### src/rtl/pe_result_sched.sv
// Serializes per-PE results into a single ready/valid stream using round-robin arbitration.
// Optional lane-overflow detection is enabled by defining PE_SCHED_OVF_EN.
module pe_lane_buf #(
  parameter int QOUT_BITS = 32
) (
  input  logic                 clk,
  input  logic                 reset,
  input  logic                 clear,
  input  logic                 cap_en,
  input  logic                 in_vld,
  input  logic [QOUT_BITS-1:0] in_data,
  input  logic                 free,
  output logic                 full,
  output logic [QOUT_BITS-1:0] data
);
  // Freeing and a new capture in the same cycle count as a reload.
  always_ff @(posedge clk or negedge reset) begin
    if (!reset) begin
      full <= 1'b0;
      data <= '0;
    end else if (clear) begin
      full <= 1'b0;
    end else if (cap_en && in_vld && (!full || free)) begin
      full <= 1'b1;
      data <= in_data;
    end else if (free) begin
      full <= 1'b0;
    end
  end
endmodule

module pe_result_sched #(
  parameter int NUM_PE    = 8,
  parameter int QOUT_BITS = 32,
  parameter int INV_BITS  = 1,
  localparam int LW       = QOUT_BITS + INV_BITS,
  localparam int ID_W     = (NUM_PE > 1) ? $clog2(NUM_PE) : 1
) (
  input  logic                 clk,
  input  logic                 reset,
  input  logic                 start,
  input  logic [15:0]          cfg_num_results,
  input  logic [NUM_PE*LW-1:0] pe_result,
  input  logic                 out_ready,
  output logic                 out_valid,
  output logic [QOUT_BITS-1:0] out_data,
  output logic [ID_W-1:0]      out_pe_id,
  output logic                 busy,
  output logic                 done,
  output logic                 ovf_flag
);
  localparam logic [1:0] S_IDLE = 2'd0;
  localparam logic [1:0] S_RUN  = 2'd1;
  localparam logic [1:0] S_DONE = 2'd2;

  logic [1:0]                        state;
  logic [15:0]                       cnt, target;
  logic [ID_W-1:0]                   ptr, gnt_idx;
  logic                              gnt_vld, start_run, run, hs, last_hs, load;
  logic [NUM_PE-1:0]                 lane_vld, buf_full, free;
  logic [NUM_PE-1:0][QOUT_BITS-1:0]  lane_data, buf_data;

  assign start_run = (state == S_IDLE) && start;
  assign run       = (state == S_RUN);
  assign hs        = out_valid && out_ready;
  assign last_hs   = run && hs && ((cnt + 16'd1) == target);
  assign load      = run && gnt_vld && (!out_valid || out_ready) && !last_hs;
  assign busy      = run;
  assign done      = (state == S_DONE);

  genvar i;
  generate
    for (i = 0; i < NUM_PE; i++) begin : g_lane
      assign lane_vld[i]  = pe_result[i*LW + LW - 1];
      assign lane_data[i] = pe_result[i*LW +: QOUT_BITS];
      pe_lane_buf #(.QOUT_BITS(QOUT_BITS)) u_buf (
        .clk(clk), .reset(reset), .clear(start_run), .cap_en(run),
        .in_vld(lane_vld[i]), .in_data(lane_data[i]), .free(free[i]),
        .full(buf_full[i]), .data(buf_data[i])
      );
    end
  endgenerate

  // First full buffer at or after the pointer, wrapping around.
  always_comb begin
    int j;
    gnt_vld = 1'b0;
    gnt_idx = '0;
    j       = 0;
    for (int k = 0; k < NUM_PE; k++) begin
      j = int'(ptr) + k;
      if (j >= NUM_PE) j = j - NUM_PE;
      if (!gnt_vld && buf_full[j]) begin
        gnt_vld = 1'b1;
        gnt_idx = ID_W'(j);
      end
    end
  end

  always_comb begin
    free = '0;
    if (load) free[gnt_idx] = 1'b1;
  end

  always_ff @(posedge clk or negedge reset) begin
    if (!reset) begin
      state  <= S_IDLE;
      cnt    <= '0;
      target <= '0;
      ptr    <= '0;
    end else begin
      case (state)
        S_IDLE: if (start) begin
          cnt    <= '0;
          target <= cfg_num_results;
          ptr    <= '0;
          state  <= (cfg_num_results == 16'd0) ? S_DONE : S_RUN;
        end
        S_RUN: begin
          if (hs) cnt <= cnt + 16'd1;
          if (last_hs) state <= S_DONE;
          if (load) ptr <= (gnt_idx == ID_W'(NUM_PE - 1)) ? '0 : gnt_idx + ID_W'(1);
        end
        default: state <= S_IDLE;
      endcase
    end
  end

  // A word still held when the run ends is dropped.
  always_ff @(posedge clk or negedge reset) begin
    if (!reset) begin
      out_valid <= 1'b0;
      out_data  <= '0;
      out_pe_id <= '0;
    end else if (!run || last_hs) begin
      out_valid <= 1'b0;
    end else if (load) begin
      out_valid <= 1'b1;
      out_data  <= buf_data[gnt_idx];
      out_pe_id <= gnt_idx;
    end else if (hs) begin
      out_valid <= 1'b0;
    end
  end

`ifdef PE_SCHED_OVF_EN
  logic [NUM_PE-1:0] drop;
  assign drop = {NUM_PE{run}} & lane_vld & buf_full & ~free;

  always_ff @(posedge clk or negedge reset) begin
    if (!reset)         ovf_flag <= 1'b0;
    else if (start_run) ovf_flag <= 1'b0;
    else if (|drop)     ovf_flag <= 1'b1;
  end
`else
  assign ovf_flag = 1'b0;
`endif
endmodule

### config.mk
export PLATFORM = sky130hd
export DESIGN_NAME = pe_result_sched
export DESIGN_NICKNAME = d
export VERILOG_FILES = /design/src/rtl/pe_result_sched.sv
export SDC_FILE = /design/constraint.sdc
export NUM_CORES = 1
export LEC_CHECK = 0
export ABC_CLOCK_PERIOD_IN_PS = 5040
export CAP_MARGIN = 20
export CELL_PAD_IN_SITES_DETAIL_PLACEMENT = 2
export CELL_PAD_IN_SITES_GLOBAL_PLACEMENT = 2
export CORE_ASPECT_RATIO = 1.2
export CORE_UTILIZATION = 24
export DETAILED_ROUTE_END_ITERATION = 10
export PLACE_DENSITY_LB_ADDON = 0.1
export RECOVER_POWER = 50
export SLEW_MARGIN = 20
export SYNTH_ARGS = -nofsm -noshare
export SYNTH_HDL_FRONTEND = slang
export SYNTH_SLANG_ARGS = --single-unit
### constraint.sdc
create_clock -name clk -period 5.04 [get_ports clk]
set_input_delay 1.008 -clock clk [delete_from_list [all_inputs] [get_ports clk]]
set_output_delay 1.008 -clock clk [all_outputs]
set_load 0.01 [all_outputs]
* Word-level counts from Yosys, hierarchy flattened *
Cells that the tools add are included.

storage, ports and cells
  flip-flop bits (word level) = 337
  bits in latches = 0
  memory bits (writable) = 0
  bits in read-only memories = 0
  input bits = 284
  memories = 0

cells by class
  add/subtract/negate cells = 17
  multipliers = 0
  divide/modulo/power cells = 0
  magnitude comparators = 18
  equality and inequality tests = 8
  shift operators = 0
  mux-type cells = 91
  bitwise logic cells = 2
  reductions and logical operators = 84

operators by type and width
  cell                     count
  $mux W32                 9
  $lt A32 B5 Y1 const B    8
  $bmux W32 S3             1
  $mux W1                  52
  $sub A4 B4 Y5 const B    7
  $mux W3                  11
  $mux W16                 2
  $pmux W16 S2             1
  $logic_and A1 B1 Y1      31
  $ge A4 B4 Y1 const B     7
  $reduce_bool A3 Y1       9
  $bmux W1 S3              8
  $reduce_and A2 Y1        11
  $logic_not A1 Y1         18
  $add A16 B1 Y16 const B  1
  $add A3 B3 Y4 const B    4
  $eq A16 B16 Y1           1
  $logic_not A16 Y1        1
  $logic_or A1 B1 Y1       10
  $add A3 B2 Y4 const B    2
  $mux W8                  1
  $ne A2 B2 Y1 const B     4
  $mux W2                  3
  $pmux W3 S2              1
  other kinds (15)         17

* Depth between registers and ports, before layout *
Gate-level depths: netlist (run 1).

  depth in word-level cells = 36
  mapped depth = 18

* Modules after synthesis *
A second synthesis (run 1) with hierarchy kept.

unflattened totals
  cells, all modules = 1225
  area, all modules = 16617.2 um2

modules (own cells, without submodules)
  module           instances  cells each  area each (um2)
  pe_lane_buf      8          72          1253.7
  pe_result_sched  1          649         6587.6

* Worst setup path after synthesis (run 1) *
Ideal clock, no wire load.

  path type = register to register
  start = reg ptr[0]
  end = reg g_lane[4].u_buf.data[10]
  arrival time = 3.982 ns
  path slack = 0.931 ns
  cell stages (with the launch flop) = 18
  buffers on the path = 5
  clock period less this slack = 4.109 ns
  cell sequence = dfrtp_1 -> buf_6 -> buf_2 -> inv_1 -> ha_1 -> buf_2 -> inv_1 -> mux4_2 -> a32o_1 -> and2_1 -> a221o_1 -> o21ai_4 -> inv_4 -> buf_6 -> o31ai_4 -> nand3_4 -> buf_6 -> mux2_1

between the ends
  cells in the longest elaborated chain, start to end = 35

RTL lines
  item                                                                    RTL line  RTL
  start, declared                                                         58        logic [ID_W-1:0] ptr, gnt_idx;
  start signal, assigned                                                  122       if (load) ptr <= (gnt_idx == ID_W'(NUM_PE - 1)) ? '0 : gnt_idx + ID_W'(1);
  parallel branches: the longest is 31 deep, another holds $sub A4 B4 Y5  n/a
  $mux W8 (*)                                                             102       if (load) free[gnt_idx] = 1'b1;
  $logic_or A1 B1 Y1 (*)                                                  23        end else if (cap_en && in_vld && (!full || free)) begin
  $logic_and A1 B1 Y1 (*)                                                 23
  $reduce_and A2 Y1 (no source line) (*)                                  n/a
  end signal, assigned                                                    25        data <= in_data;
  end, declared                                                           14        output logic [QOUT_BITS-1:0] data

Every way passes the cells marked *. The select of a mux whose other input is x is not followed.
A chain may end at the register's enable or synchronous reset.

* Worst setup path after layout (run 1) *
  start = reg ptr[1]
  end = reg g_lane[3].u_buf.data[12]

between the ends
  cells in the longest elaborated chain, start to end = 35

RTL lines
  item                                                                    RTL line
  parallel branches: the longest is 31 deep, another holds $sub A4 B4 Y5  n/a
  $mux W8 (*)                                                             102
  $logic_or A1 B1 Y1 (*)                                                  23
  $logic_and A1 B1 Y1 (*)                                                 23
  $reduce_and A2 Y1 (no source line) (*)                                  n/a
  end signal, assigned                                                    25
  end, declared                                                           14

Marked as above.

==> results of run 1 <==
==> cell type report <==
| class | count | area (sq um) |
|---|---|---|
| fillers | 7228 | 45300 |
| clock inverters | 9 | 98.8 |
| repair buffers | 366 | 3610 |
| well taps | 901 | 1130 |
| flip-flops and latches | 337 | 8430 |
| inverters | 20 | 77.6 |
| multi-input cells | 894 | 7470 |
| diodes | 3 | 7.51 |
| clock buffers | 66 | 1280 |
==> sequential cells by signal, indices dropped and copies added (netlist names) <==
register	cells
cnt	16
ptr	3
out_data	32
g_lane.u_buf.data	256
out_pe_id	3
state	2
target	16
out_valid	1
g_lane.u_buf.full	8
==> cell families after synthesis <==
family / count (synthesis) / share of synthesized area, %
other cells: 1 / 0.0228
simple gates: 262 / 7.55
buf+inv: 108 / 3.37
flops: 337 / 51.4
fa+ha+maj: 5 / 0.381
mux: 390 / 26.7
compound gates: 213 / 9.41
xor+xnor: 23 / 1.23
==> Yosys cell counts (all sizes together), types with 6 or more instances <==
master  instances  area [sq um]
a21oi          34           181
a221oi         22           193
a22o           26           228
a32oi          22           193
and2            8          50.1
and3            9          56.3
buf            53           344
clkbuf         35           131
dfrtp         337          8430
inv            20          77.6
mux2          265          2980
mux2i         114          1140
mux4           11           252
nand2         145           544
nand2b          6          37.5
nand3          21           145
nand4           7          43.8
nor2           25          93.8
nor2b          16           100
nor4            8          56.3
o21ai          65           337
o31ai          14           148
xnor2          17           149
xor2            6          52.6
==> stage by stage <==
| stage | setup WS [ps] | power [mW] | cells | utilization (%) | cell area, sq um |
|---|---|---|---|---|---|
| finish | 395 | 17.7 | 2596 | 32.8 | 22100 |
| global route | 88.0 | 18.9 | 2594 | 32.8 | 22100 |
| CTS | 208 | 18.2 | 2593 | 32.8 | 22100 |
| detailed placement | 263 | 15.0 | 2518 | 30.8 | 20700 |
| global placement | 274 | 14.8 | 2518 | 30.8 | 20700 |
| floorplan | 931 | 11.0 | 1339 | - | 16400 |
==> layer usage <==
metal | global-route usage, % | vias up | share of wire, %
met5 | 0 | - | 0.30
met4 | 4.62 | 28 | 2.1
met3 | 4.66 | 93 | 5.3
met2 | 34.5 | 256 | 53
met1 | 21.5 | 6414 | 39
li1 | - | 5521 | -
==> how the worst max path moves through the flow <==
stage,end,startpoint,cells after the start
2_1_floorplan,g_lane[4].u_buf.data[10]$_DFFE_PN0P_,ptr[0]$_DFFE_PN0P_,17
3_3_place_gp,g_lane[3].u_buf.data[10]$_DFFE_PN0P_,ptr[1]$_DFFE_PN0P_,14
3_5_place_dp,g_lane[3].u_buf.data[12]$_DFFE_PN0P_,ptr[1]$_DFFE_PN0P_,14
4_1_cts,g_lane[3].u_buf.data[12]$_DFFE_PN0P_,ptr[1]$_DFFE_PN0P_,14
5_1_grt,g_lane[3].u_buf.data[8]$_DFFE_PN0P_,ptr[1]$_DFFE_PN0P_,14
6_report,g_lane[3].u_buf.data[12]$_DFFE_PN0P_,ptr[1]$_DFFE_PN0P_,14
==> power by group <==
part | leakage, nW | switching (mW) | internal [mW]
clock network | 0.685 | 1.25 | 1.84
registers | 3.99 | 0.831 | 4.08
logic | 4.46 | 5.47 | 4.24
==> worst max-delay path, stage by stage, from the launching register on <==
cell	delay (ps)
dfrtp_1	340
inv_1	120
ha_1	540
mux4_2	450
mux2i_2	420
and3_1	260
and2_1	160
a221o_1	200
o21ai_4	180
inv_4	190
nand2_1	100
o31ai_1	340
nand3_2	510
buf_4	400
mux2_2	290
==> what timing repair did <==
| item | CTS | global route |
|---|---|---|
| hold endpoints to repair | 0 | 0 |
| resized for setup | 0 | 1 |
| setup endpoints to repair | 0 | 18 |
==> flow_summary_export.csv, run 1 <==
group,metric,value,unit
synthesis,synthCells,1339,
worst_setup_path,worstRegToRegCells,14,
timing,fin_worst_skew,22.4,ps
power,p_per_area,801,nW/um^2
place,hpwl,47700,microns
drt,drc,0,
timing,finalSetupViolations,0,
run,drv_cap,1,
synthesis,syn_area_per_cell,12.3,sq um
synthesis,ys_types,69,
floorplan,initial_core_util,24.4,%
finish,layout.cells.most_common_list,"dfrtp_1 (337), clkdlybuf4s50_1 (316), mux2_2 (218), nand2_1 (145), mux2i_1 (113)",
timing,tightest_slew,3410,ps
place,gp_congestion,0.771,
floorplan,die_h,288,microns
timing,fmax,215,MHz
worst_hold_path,worstHoldPathCells,1,
drt,vias,12300,
timing,max_slew_margin,-127,%
worst_hold_path,min_path_type,"flop to flop",
timing,finalMaxSlewViolations,59,
grt,track_usage,18.8,%
drt,vias_per_cell,4.74,
clock_network,clock_sinks,337,
power,vdd_drop_max,0.527,mV
clock_network,htreeDepth,2,
power,leakage,9.13,nW
clock_network,cts_setup_buffers,0,
clock_network,cts_root_buffer,"clkbuf_16",
synthesis,ys_warn_count,0,
finish,drive_above_1_share,21.6,%
clock_network,clkTransAtPathRegs,60,ps
timing,finalSetupTns,0,ps
synthesis,synth_flop_cell,"dfrtp_1",
synthesis,yosysSeqAreaShare,51.4,%
worst_hold_path,worst_hold_path.endpoint,"g_lane[6].u_buf.data[18]$_DFFE_PN0P_",
floorplan,io_pins,323,
worst_setup_path,timing.rr.start,"ptr[1]$_DFFE_PN0P_",
timing,grt_setup_unrepaired,"no",
place,port_buffers,321,
grt,overflow,0,
clock_network,cts_tree,"built",
timing,min_period,4640,ps
clock_network,cts_buffer_depth,3,
clock_network,clock_latency,570,ps
grt,grt_max_degree,124,
floorplan,coreArea,67400,sq um
worst_hold_path,hp-start,"g_lane[6].u_buf.data[18]$_DFFE_PN0P_",
status,status,"complete, but fails checks",
drt,wl_per_cell,25.0,microns
worst_setup_path,crit_required,5490,ps
worst_setup_path,reg2reg_to,"g_lane[3].u_buf.data[12]$_DFFE_PN0P_",
grt,grt_antenna_before_repair,22,
synthesis,async_flop_share,100,%
floorplan,rows,104,
worst_setup_path,arrival,5090,ps
clock_network,cts_hold_buffers,0,
timing,timing.hold.ws,495,ps
drt,ant_nets,0,
synthesis,synth_seq_cells,337,
synthesis,synth_edf_count,0,
grt,grt_pass1_vias,13900,
worst_setup_path,path_max_fanout,17,
status,violations,"capacitance limit, slew limit",
timing,fin_crit_sh,92.2,%
drt,drt_iter0_drc,462,
finish,area_growth,34.7,%
finish,nNetsFinal,1950,
synthesis,syn-num-nets,1628,
timing,hold_viol,0,
finish,layout_commonest_cell,"dfrtp_1",
clock_network,cts_inserted_buffers,42,
synthesis,syn-cell-area,16400,sq um
drt,drtPass1Iterations,4,
worst_setup_path,critPathKind,"flop to flop",
grt,grt_pass1_wl,94800,microns
worst_setup_path,rrSetupSlack,400,ps
worst_setup_path,end_kind,"flop",
floorplan,die_area,69500,sq um
floorplan,die_width,241,microns
drt,drt-total-wl,65000,microns
worst_setup_path,startpoint_type,"flop",
No activity file was read; power rests on OpenSTA's default activity.
==> run 2: changes to the inputs <==
CORE_MARGIN = 1   (was default)
==> results of run 2 <==
No change in the layout: final DEF, timing and power equal those of run 1.
==> run 3: changes to the inputs <==
ABC_CLOCK_PERIOD_IN_PS = 3800   (was 5040)
CORE_UTILIZATION = 31   (was 24)
PLACE_DENSITY_LB_ADDON = 0.3   (was 0.1)
clock period = 3.8 ns   (was 5.04 ns; I/O delays follow)
==> flow_summary_export.csv, run 3 (same netlist as run 1, synthesis figures left out) <==
group,metric,value,unit
grt,grt_pass1_vias,14900,
floorplan,die_h,254,microns
floorplan,die_width,212,microns
power,leakage,9.99,nW
worst_setup_path,reg2reg_to,"g_lane[0].u_buf.data[3]$_DFFE_PN0P_",
power,combPwrFrac,61.7,%
floorplan,initial_core_util,31.3,%
grt,track_usage,24.6,%
drt,vias,13000,
grt,overflow,0,
timing,max_slew_margin,-50.8,%
status,status,"complete, but fails checks",
floorplan,die_area,53900,sq um
place,place_area,21400,sq um
worst_setup_path,rrSetupSlack,-40,ps
clock_network,cts_hold_buffers,0,
power,p_per_area,1170,nW/um^2
drt,wl_per_cell,26.9,microns
worst_setup_path,path_max_fanout,32,
finish,drive_above_1_share,30.3,%
drt,ant_nets,0,
power,switching_share,42.2,%
drt,drt_iter0_drc,539,
timing,worst_slack,-44.4,ps
finish,stdcell_area,23600,sq um
finish,nNetsFinal,2064,
floorplan,rows,92,
grt,grt_pass1_wl,96100,microns
clock_network,clock_sinks,337,
worst_hold_path,min_path_type,"flop to flop",
worst_setup_path,worstSetupStartpoint,"ptr[0]$_DFFE_PN0P_",
run,drv_cap,1,
floorplan,coreArea,52400,sq um
timing,hold_viol,0,
power,vdd_drop_max,0.902,mV
timing,min_period,3840,ps
status,violations,"capacitance limit, slew limit, setup timing",
timing,tightest_slew,2260,ps
grt,grt_antenna_before_repair,22,
grt,grt_max_degree,92,
drt,vias_per_cell,5.17,
power,p_switching,11.7,mW
place,port_buffers,321,
place,dp_slack,-228,ps
timing,fin_worst_skew,16.8,ps
worst_setup_path,arrival,4290,ps
clock_network,cts_buffer_depth,3,
finish,largest_reg_flops,256,
worst_setup_path,crit_required,4240,ps
power,p_int,16.0,mW
drt,drt-total-wl,67700,microns
drt,drtPass1Iterations,4,
finish,area_growth,43.9,%
place,gp_congestion,0.838,
clock_network,clock_latency,570,ps
worst_setup_path,critPathKind,"flop to flop",
worst_setup_path,worstRegToRegCells,15,
floorplan,io_pins,323,
power,seqPwrFrac,24.2,%
clock_network,cts_root_buffer,"clkbuf_16",
worst_setup_path,crit_end,"g_lane[0].u_buf.data[3]$_DFFE_PN0P_",
clock_network,htreeDepth,2,
timing,fmax,260,MHz
power,total_power,27.7,mW
timing,finalMaxSlewViolations,82,
finish,regMostFlops,"g_lane.u_buf.data",
power,clockPowerShare,14.2,%
worst_setup_path,startpoint_type,"flop",
drt,drc,0,
worst_setup_path,end_kind,"flop",
finish,top_regs,"g_lane.u_buf.data (256), out_data (32)",
finish,layout_commonest_cell,"dfrtp_1",
worst_setup_path,timing.rr.start,"ptr[0]$_DFFE_PN0P_",
timing,grt_setup_unrepaired,"yes",
finish,layout.cells.most_common_list,"dfrtp_1 (337), clkdlybuf4s50_1 (320), mux2_2 (215), nand2_1 (142), buf_4 (111)",
timing,finalSetupViolations,53,
clock_network,clkTransAtPathRegs,60,ps
place,hpwl,48600,microns
timing,fin_crit_sh,101,%
clock_network,cts_inserted_buffers,40,
clock_network,cts_tree,"built",
finish,fill_cells,5166,
==> run 3: cell types whose count changed in the layout (fill, tap and decap cells not counted), sizes merged <==
cell	previous run	this run
buf	45	150
bufbuf	0	1
clkbuf	67	70
clkdlybuf4s50	316	320
clkinvlp	0	1
diode	3	4
dlygate4sd3	4	0
or2	1	2
==> run 3: cell type report <==
cell class | count | area, sq um | share of cell area [%]
flip-flops and latches | 337 | 8430 | 35.7
multi-input cells | 895 | 7990 | 33.8
repair buffers | 481 | 4900 | 20.7
clock buffers | 60 | 1210 | 5.12
well taps | 705 | 882 | 3.73
clock inverters | 10 | 118 | 0.498
inverters | 20 | 82.6 | 0.350
diodes | 4 | 10.0 | 0.0424
==> run 3: through the flow <==
stage	utilization, %	hold slack [ps]	std cells	TNS, ps
detailed placement	40.8	485	2391	-16140
finish	45.1	497	2512	-924
floorplan	-	464	1339	-212
global placement	40.8	473	2391	-10110
CTS	44.0	228	2478	-44.3
global route	45.1	519	2511	-29320
==> run 3: layer usage <==
layer  wire, microns  share of wire (%)  up-vias  global-route usage, %
met2           35000                 52      342                   43.4
met5             197               0.29        -                      0
li1                -                  -     5764                      -
met3            3880                5.7      132                   6.36
met4            3340                4.9       30                   12.0
met1           25200                 37     6718                   27.2
==> run 3: worst min path at each step <==
| stage | slack [ps] | to | cells past startpoint | start |
|---|---|---|---|---|
| 2_1_floorplan | 460 | cnt[0]$_DFFE_PN0P_ | 0 | reset |
| 3_3_place_gp | 470 | g_lane[4].u_buf.data[18]$_DFFE_PN0P_ | 1 | g_lane[4].u_buf.data[18]$_DFFE_PN0P_ |
| 3_5_place_dp | 490 | g_lane[4].u_buf.data[20]$_DFFE_PN0P_ | 1 | g_lane[4].u_buf.data[20]$_DFFE_PN0P_ |
| 4_1_cts | 230 | target[5]$_DFFE_PN0P_ | 1 | reset |
| 5_1_grt | 520 | g_lane[1].u_buf.data[31]$_DFFE_PN0P_ | 1 | g_lane[1].u_buf.data[31]$_DFFE_PN0P_ |
| 6_report | 500 | g_lane[4].u_buf.data[11]$_DFFE_PN0P_ | 1 | g_lane[4].u_buf.data[11]$_DFFE_PN0P_ |
==> run 3: critical path: stages, from the launching register on <==
cell,delay [ps]
dfrtp_1,400
buf_6,150
buf_12,140
mux2i_1,150
mux4_2,530
a32o_2,320
and2_4,150
a221o_1,380
o21ai_4,150
inv_4,80
buf_12,140
o41ai_4,280
buf_4,180
nand3_2,80
buf_12,190
mux2_2,320
==> run 3: power by group through the flow <==
stage | clock [mW] | sequential [mW] | combinational [mW]
after floorplan | 0 | 6.24 | 8.60
after global placement | 0 | 6.56 | 14.5
after detailed placement | 0 | 6.67 | 15.0
after CTS | 4.04 | 6.65 | 16.0
after global routing | 4.15 | 6.88 | 18.0
final | 3.92 | 6.68 | 17.1
==> run 3: what timing repair did <==
action	CTS	global route
cloned	2	7
resized for setup	33	60
setup buffers	15	24
endpoints found under the setup margin	221	288
pin swaps	9	12
